`src/rtl/cordic_pkg.sv`:
```
// Shared types, gain constants and angle tables for the multi-mode CORDIC engine.
// All constants are Q16.16.
package cordic_pkg;

   typedef enum logic [1:0] {
      M_CIRC = 2'd0,
      M_HYP  = 2'd1,
      M_EXP  = 2'd2,
      M_VEC  = 2'd3
   } mode_e;

   typedef enum logic [2:0] {
      S_IDLE,
      S_PRE,
      S_ROT,
      S_POST,
      S_DONE
   } state_e;

   localparam int K         = 39797;
   localparam int KH_INV    = 79134;
   localparam int PI        = 205887;
   localparam int HALF_PI   = 102944;
   localparam int ATANH_MAX = 73283;

   // atan(2^-i), i = 0..23
   localparam int ATAN_TAB [0:23] = '{
      51472, 30386, 16055, 8150, 4091, 2047, 1024, 512,
      256, 128, 64, 32, 16, 8, 4, 2,
      1, 0, 0, 0, 0, 0, 0, 0
   };

   // atanh(2^-i), stored at i-1 for i = 1..24
   localparam int ATANH_TAB [0:23] = '{
      35999, 16739, 8235, 4101, 2049, 1024, 512, 256,
      128, 64, 32, 16, 8, 4, 2, 1,
      0, 0, 0, 0, 0, 0, 0, 0
   };

endpackage

```
`src/rtl/cordic_engine_mc_rom.sv`:
```
// Combinational micro-rotation angle lookup: atan(2^-idx) or atanh(2^-idx).
module cordic_atan_rom
   import cordic_pkg::*;
#(
   parameter int DATA_W = 32
) (
   input  logic [4:0]               idx,
   input  logic                     hyp,
   output logic signed [DATA_W-1:0] ang
);

   always_comb begin
      ang = '0;
      if (hyp) begin
         if (idx >= 5'd1 && idx <= 5'd24)
            ang = DATA_W'(ATANH_TAB[idx - 5'd1]);
      end else if (idx <= 5'd23) begin
         ang = DATA_W'(ATAN_TAB[idx]);
      end
   end

endmodule

```
`src/rtl/cordic_engine_mc.sv`:
```
// Iterative multi-mode Q16.16 CORDIC: sin/cos, sinh/cosh, exp, magnitude/atan2.
// Optional CORDIC_RANGE_CHK_EN flags hyperbolic arguments outside convergence.
module cordic_engine_mc
   import cordic_pkg::*;
#(
   parameter int DATA_W = 32,
   parameter int ITER   = 16,
   parameter int TAG_W  = 2
) (
   input  logic              sys_clk,
   input  logic              sys_rst,
   input  logic              in_valid,
   output logic              in_ready,
   input  logic [1:0]        in_mode,
   input  logic [TAG_W-1:0]  in_tag,
   input  logic [DATA_W-1:0] in_x,
   input  logic [DATA_W-1:0] in_y,
   input  logic [DATA_W-1:0] in_z,
   output logic              out_valid,
   input  logic              out_ready,
   output logic [DATA_W-1:0] out_r1,
   output logic [DATA_W-1:0] out_r2,
   output logic [TAG_W-1:0]  out_tag,
   output logic              out_err,
   output logic              busy
);

   localparam int W  = DATA_W + 2;
   localparam int PW = W + 18;

   localparam logic signed [W-1:0]  PI_W      = W'(PI);
   localparam logic signed [W-1:0]  HALF_PI_W = W'(HALF_PI);
   localparam logic signed [W-1:0]  K_W       = W'(K);
   localparam logic signed [W-1:0]  KH_W      = W'(KH_INV);
   localparam logic signed [PW-1:0] KC        = PW'(K);
   localparam logic signed [PW-1:0] RND       = PW'(32768);

   state_e state_q, state_d;
   mode_e  mode_q;

   logic [TAG_W-1:0]    tag_q;
   logic signed [W-1:0] x_q, y_q, z_q;
   logic [4:0]          idx_q;
   logic                rep_q, neg_q, zero_q;

   logic                hyp, vec, rep_go, last_rot, d_pos;
   logic signed [DATA_W-1:0] rom_ang;
   logic signed [W-1:0] ang_w, xs, ys;
   logic signed [W-1:0] rot_x, rot_y, rot_z;
   logic signed [W-1:0] pre_x, pre_y, pre_z;
   logic                pre_neg, pre_zero;
   logic signed [PW-1:0] prod_r;
   logic [DATA_W-1:0]   mag, r1_d, r2_d;
   logic                unused_prod;

   assign hyp = (mode_q == M_HYP) || (mode_q == M_EXP);
   assign vec = (mode_q == M_VEC);

   assign in_ready  = (state_q == S_IDLE);
   assign out_valid = (state_q == S_DONE);
   assign busy      = (state_q != S_IDLE);

   cordic_atan_rom #(
      .DATA_W (DATA_W)
   ) u_rom (
      .idx (idx_q),
      .hyp (hyp),
      .ang (rom_ang)
   );

   assign ang_w = W'(rom_ang);

   // Hyperbolic indices 4 and 13 run twice for convergence
   assign rep_go   = hyp && !rep_q &&
                     (idx_q == 5'd4 || idx_q == 5'd13);
   assign last_rot = hyp ? (idx_q == 5'(ITER) && !rep_go)
                         : (idx_q == 5'(ITER - 1));

   always_comb begin
      state_d = state_q;
      unique case (state_q)
         S_IDLE: if (in_valid) state_d = S_PRE;
         S_PRE:  state_d = S_ROT;
         S_ROT:  if (last_rot) state_d = S_POST;
         S_POST: state_d = S_DONE;
         S_DONE: if (out_ready) state_d = S_IDLE;
         default: state_d = S_IDLE;
      endcase
   end

   always_ff @(posedge sys_clk or posedge sys_rst) begin
      if (sys_rst) state_q <= S_IDLE;
      else         state_q <= state_d;
   end

   always_comb begin
      pre_x    = x_q;
      pre_y    = y_q;
      pre_z    = z_q;
      pre_neg  = 1'b0;
      pre_zero = 1'b0;
      unique case (mode_q)
         M_CIRC: begin
            pre_x = K_W;
            pre_y = '0;
            if (z_q > HALF_PI_W) begin
               pre_z   = z_q - PI_W;
               pre_neg = 1'b1;
            end else if (z_q < -HALF_PI_W) begin
               pre_z   = z_q + PI_W;
               pre_neg = 1'b1;
            end
         end
         M_HYP, M_EXP: begin
            pre_x = KH_W;
            pre_y = '0;
         end
         M_VEC: begin
            pre_zero = (x_q == '0) && (y_q == '0);
            pre_z    = '0;
            if (x_q[W-1]) begin
               pre_x = -x_q;
               pre_y = -y_q;
               pre_z = y_q[W-1] ? -PI_W : PI_W;
            end
         end
      endcase
   end

   always_comb begin
      xs    = x_q >>> idx_q;
      ys    = y_q >>> idx_q;
      d_pos = vec ? y_q[W-1] : ~z_q[W-1];
      if (d_pos) begin
         rot_x = hyp ? x_q + ys : x_q - ys;
         rot_y = y_q + xs;
         rot_z = z_q - ang_w;
      end else begin
         rot_x = hyp ? x_q - ys : x_q + ys;
         rot_y = y_q - xs;
         rot_z = z_q + ang_w;
      end
   end

   // Undo the circular vectoring gain with a rounded constant multiply
   assign prod_r      = PW'(x_q) * KC + RND;
   assign mag         = prod_r[DATA_W+15:16];
   assign unused_prod = ^{prod_r[15:0], prod_r[PW-1:DATA_W+16]};

   always_comb begin
      r1_d = DATA_W'(y_q);
      r2_d = DATA_W'(x_q);
      unique case (mode_q)
         M_CIRC: if (neg_q) begin
            r1_d = DATA_W'(-y_q);
            r2_d = DATA_W'(-x_q);
         end
         M_HYP: ;
         M_EXP: begin
            r1_d = DATA_W'(x_q + y_q);
            r2_d = DATA_W'(x_q - y_q);
         end
         M_VEC: begin
            r1_d = mag;
            r2_d = zero_q ? '0 : DATA_W'(z_q);
         end
      endcase
   end

   always_ff @(posedge sys_clk or posedge sys_rst) begin
      if (sys_rst) begin
         mode_q  <= M_CIRC;
         tag_q   <= '0;
         x_q     <= '0;
         y_q     <= '0;
         z_q     <= '0;
         idx_q   <= '0;
         rep_q   <= 1'b0;
         neg_q   <= 1'b0;
         zero_q  <= 1'b0;
         out_r1  <= '0;
         out_r2  <= '0;
         out_tag <= '0;
      end else begin
         unique case (state_q)
            S_IDLE: if (in_valid) begin
               mode_q <= mode_e'(in_mode);
               tag_q  <= in_tag;
               x_q    <= W'($signed(in_x));
               y_q    <= W'($signed(in_y));
               z_q    <= W'($signed(in_z));
               idx_q  <= (in_mode == 2'd1 || in_mode == 2'd2)
                         ? 5'd1 : 5'd0;
               rep_q  <= 1'b0;
            end
            S_PRE: begin
               x_q    <= pre_x;
               y_q    <= pre_y;
               z_q    <= pre_z;
               neg_q  <= pre_neg;
               zero_q <= pre_zero;
            end
            S_ROT: begin
               x_q <= rot_x;
               y_q <= rot_y;
               z_q <= rot_z;
               if (rep_go) begin
                  rep_q <= 1'b1;
               end else begin
                  rep_q <= 1'b0;
                  idx_q <= idx_q + 5'd1;
               end
            end
            S_POST: begin
               out_r1  <= r1_d;
               out_r2  <= r2_d;
               out_tag <= tag_q;
            end
            default: ;
         endcase
      end
   end

`ifdef CORDIC_RANGE_CHK_EN
   localparam logic signed [W-1:0] ATANH_MAX_W = W'(ATANH_MAX);
   logic err_q;

   always_ff @(posedge sys_clk or posedge sys_rst) begin
      if (sys_rst)
         err_q <= 1'b0;
      else if (state_q == S_PRE)
         err_q <= hyp && (z_q > ATANH_MAX_W || z_q < -ATANH_MAX_W);
   end

   assign out_err = (state_q == S_DONE) && err_q;
`else
   assign out_err = 1'b0;
`endif

endmodule

```
`config.mk`:
```
export PLATFORM = sky130hd
export DESIGN_NAME = cordic_engine_mc
export DESIGN_NICKNAME = d
export VERILOG_FILES = /design/src/rtl/cordic_pkg.sv /design/src/rtl/cordic_engine_mc_rom.sv /design/src/rtl/cordic_engine_mc.sv
export SDC_FILE = /design/constraint.sdc
export NUM_CORES = 2
export LEC_CHECK = 0
export BUFFER_PORTS_ARGS = -buffer_cell sky130_fd_sc_hd__buf_4
export CAP_MARGIN = 20
export CORE_MARGIN = 3
export CORE_UTILIZATION = 55
export CTS_BUF_LIST = sky130_fd_sc_hd__clkbuf_4
export CTS_CLUSTER_DIAMETER = 100
export DETAILED_ROUTE_END_ITERATION = 7
export PLACE_DENSITY_LB_ADDON = 0.25
export SKIP_CTS_REPAIR_TIMING = 1
export SYNTH_ARGS = -nofsm -noshare
export SYNTH_HDL_FRONTEND = slang
export SYNTH_SLANG_ARGS = --single-unit
```
`constraint.sdc`:
```
create_clock -name sys_clk -period 19.8 [get_ports sys_clk]
set_input_delay 2.97 -clock sys_clk [delete_from_list [all_inputs] [get_ports sys_clk]]
set_output_delay 2.97 -clock sys_clk [all_outputs]
set_load 0.03 [all_outputs]
```
==> results_dict.tcl <==
set metrics [dict create \
    endpoint_kind "register" \
    ys_ff_latch 183 \
    maxUsedRoutingLayer "met5" \
    gp_congestion 1.048 \
    antenna_found_initial 3 \
    drc 0 \
    worstHoldPathType "register to register" \
    ys_async_sr_fraction_pct 100.0 \
    io_pins 174 \
    die_h_um 277.6 \
    finClkSkew_ns 0.05729 \
    status "completed" \
    fillers 6749 \
    die-area_um2 77080 \
    path_class "register to register" \
    vias 40760 \
    worst_slew_pin_slew_ns 1.221 \
    min-delay-start "out_tag[1]" \
    cts_buffers 17 \
    synthMostInstantiatedCell "inv_1" \
    syn_area_per_cell_um2 7.918 \
    wire_per_inst_um 27.51 \
    layout_setup_ws_ns 11.29 \
    yosys_warnings 0 \
    via_per_inst 6.725 \
    grt_max_degree 75 \
    rsz0062_at_grt "false" \
    final_util_pct 59.24 \
    route.met3.wl_mm 21.51 \
    netlist_top_cells_count "630 x inv_1, 494 x ha_1, 436 x nand2_1" \
    start_util_pct 56.09 \
    grtUsageTotal_pct 42.17 \
    tritoncts "done" \
    drive_gt1_share_pct 8.973 \
    setup_violations 0 \
    drtPass1Iterations 8 \
    yosys.area.top_type "ha_1" \
    nets 5959 \
    fin_crit_sh_pct 42.99 \
    pre_cts_slack_ns 11.67 \
    hpwl_mm 129.4 \
    path_max_fanout 16 \
    crit_chain "inv_1, ha_1, inv_1, fa_1, fa_1, fa_1, inv_1, fa_1, inv_1, fa_1, inv_1, ha_1, and3_1, a41o_1, a311oi_1, a21oi_1, o311ai_0, buf_4, o31ai_1, a31oi_1, or4b_2, and3_1, a21oi_1" \
    startpoint_type "register" \
    period_needed_ns 8.512 \
    required_ns 20.58 \
    ys_types 96 \
    synth_top_cell_area_share_pct 15.23 \
    synth_edf_count 0 \
    synth_area_leaders "ha_1 15%, fa_1 13%, dfrtp_1 11%" \
    drv_cap 0 \
    yosys_most_used_dff "dfrtp_1" \
    grt_pass1_wl_mm 245.4 \
    die_w_um 277.6 \
    overflow 0 \
    cts_sinks 183 \
    port_buffers 172 \
    drt-total-wl_mm 166.7 \
    max_stage_delay_ns 0.98 \
    dp.cells 6021 \
    instances_no_fill 6060 \
    rows 98 \
    wl_met1_mm 66.64 \
    syn-num-nets 5993 \
    whs_endpoint "out_tag[1]" \
    slew_viol_final 0 \
    reg2reg_depth 23 \
    worst-path-buf-inv 6 \
    clk_pin_slew_ns 0.24 \
    wl_met2_mm 67.83 \
    finalSetupTns_ns 0 \
    area_growth_pct 5.612 \
    hold_depth 2 \
    fmax_ghz 0.1175 \
    rrSetupSlack_ns 11.29 \
    synthesis.area_um2 40580 \
    antenna_left 0 \
    cts_max_level 4 \
    first_global_vias 37690 \
    r2r-start "x_q[7]" \
    yosysSeqAreaShare_pct 11.28 \
    hold_viol 0 \
    relSlewSlack_pct 18.63 \
    r2r_end "out_r1[30]" \
    crit_slowest_cell "dfrtp_1" \
    initialDrtViolationCount 5924 \
    clk_latency_ns 0.87 \
    core_area_um2 72340 \
    path_delay_family "adder cells" \
    cts_root_buffer "clkbuf_4" \
    clock_path_buffers 2 \
    syn_inst 5125 \
    crit_arrival_ns 9.29 \
]
-- logic make-up after synthesis --
| kind of cell | count (synthesis) | synth area share (%) |
|---|---|---|
| xor gates and xnor gates | 316 | 6.839 |
| adders and majority gates | 764 | 28.55 |
| AOI/OAI and AO/OA | 1504 | 24.02 |
| and+or+nand+nor | 1249 | 14.44 |
| DFF | 183 | 11.28 |
| muxes | 170 | 5.994 |
| other | 1 | 0.009241 |
| buffers and inverters | 938 | 8.871 |
-- registers in the layout, summed over array words and instances, names as in the netlist --
name     flops
x_q         34
out_r2      32
state_q      3
rep_q        1
z_q         34
mode_q       2
neg_q        1
zero_q       1
out_tag      2
idx_q        5
y_q         34
tag_q        2
out_r1      32
-- cell usage in the layout (no fill, tap or decap), types with 76 or more instances in the layout --
cell / instances
inv_1: 628
ha_1: 490
nand2_1: 436
a21oi_1: 421
nor2_1: 340
o21ai_0: 339
fa_1: 270
buf_4: 253
xnor2_1: 237
dfrtp_1: 176
a21o_1: 86
a31oi_1: 80
xor2_1: 76
-- layout make-up --
class | count | area, um^2 | area share (%)
clock inverters | 14 | 136.4 | 0.3182
clock buffers | 18 | 135.1 | 0.3153
multi-input cells | 4004 | 32510 | 75.85
well taps | 950 | 1189 | 2.773
inverters | 631 | 2376 | 5.544
diodes | 6 | 15.01 | 0.03503
flip-flops and latches | 183 | 4596 | 10.72
repair buffers | 254 | 1904 | 4.443
-- worst min-delay path, stage by stage (launching register included) --
cell and delay, ns:
dfrtp_1 0.38, nand2_1 0.05, nand2_1 0.05
-- how the worst max path moves through the flow --
| stage | from | to | slack [ns] | cells past startpoint |
|---|---|---|---|---|
| after floorplan | sys_rst | idx_q[0] | 11.86 | 1 |
| after global placement | x_q[7] | out_r1[30] | 11.74 | 23 |
| after detailed placement | x_q[7] | out_r1[30] | 11.67 | 23 |
| after CTS | x_q[7] | out_r1[30] | 11.57 | 23 |
| after global routing | x_q[7] | out_r1[30] | 11.12 | 23 |
| final | x_q[7] | out_r1[30] | 11.29 | 23 |
-- metal layers --
| metal | global-route usage [%] | vias up |
|---|---|---|
| li1 | - | 17980 |
| met1 | 57.95 | 19420 |
| met2 | 60.19 | 2858 |
| met3 | 11.45 | 492 |
| met4 | 22.66 | 2 |
| met5 | 0 | - |
-- through the flow --
| step | hold slack [ns] | cell area (um^2) |
|---|---|---|
| after floorplan | 0.4348 | 40580 |
| after global placement | 0.4497 | 42570 |
| after detailed placement | 0.4604 | 42570 |
| after CTS | 0.5036 | 42840 |
| after global routing | 0.5307 | 42850 |
| final | 0.5029 | 42860 |
Power is left out: the tool's default activity adds up to more than one toggle a clock period on the data nets, which glitch-free logic cannot reach.
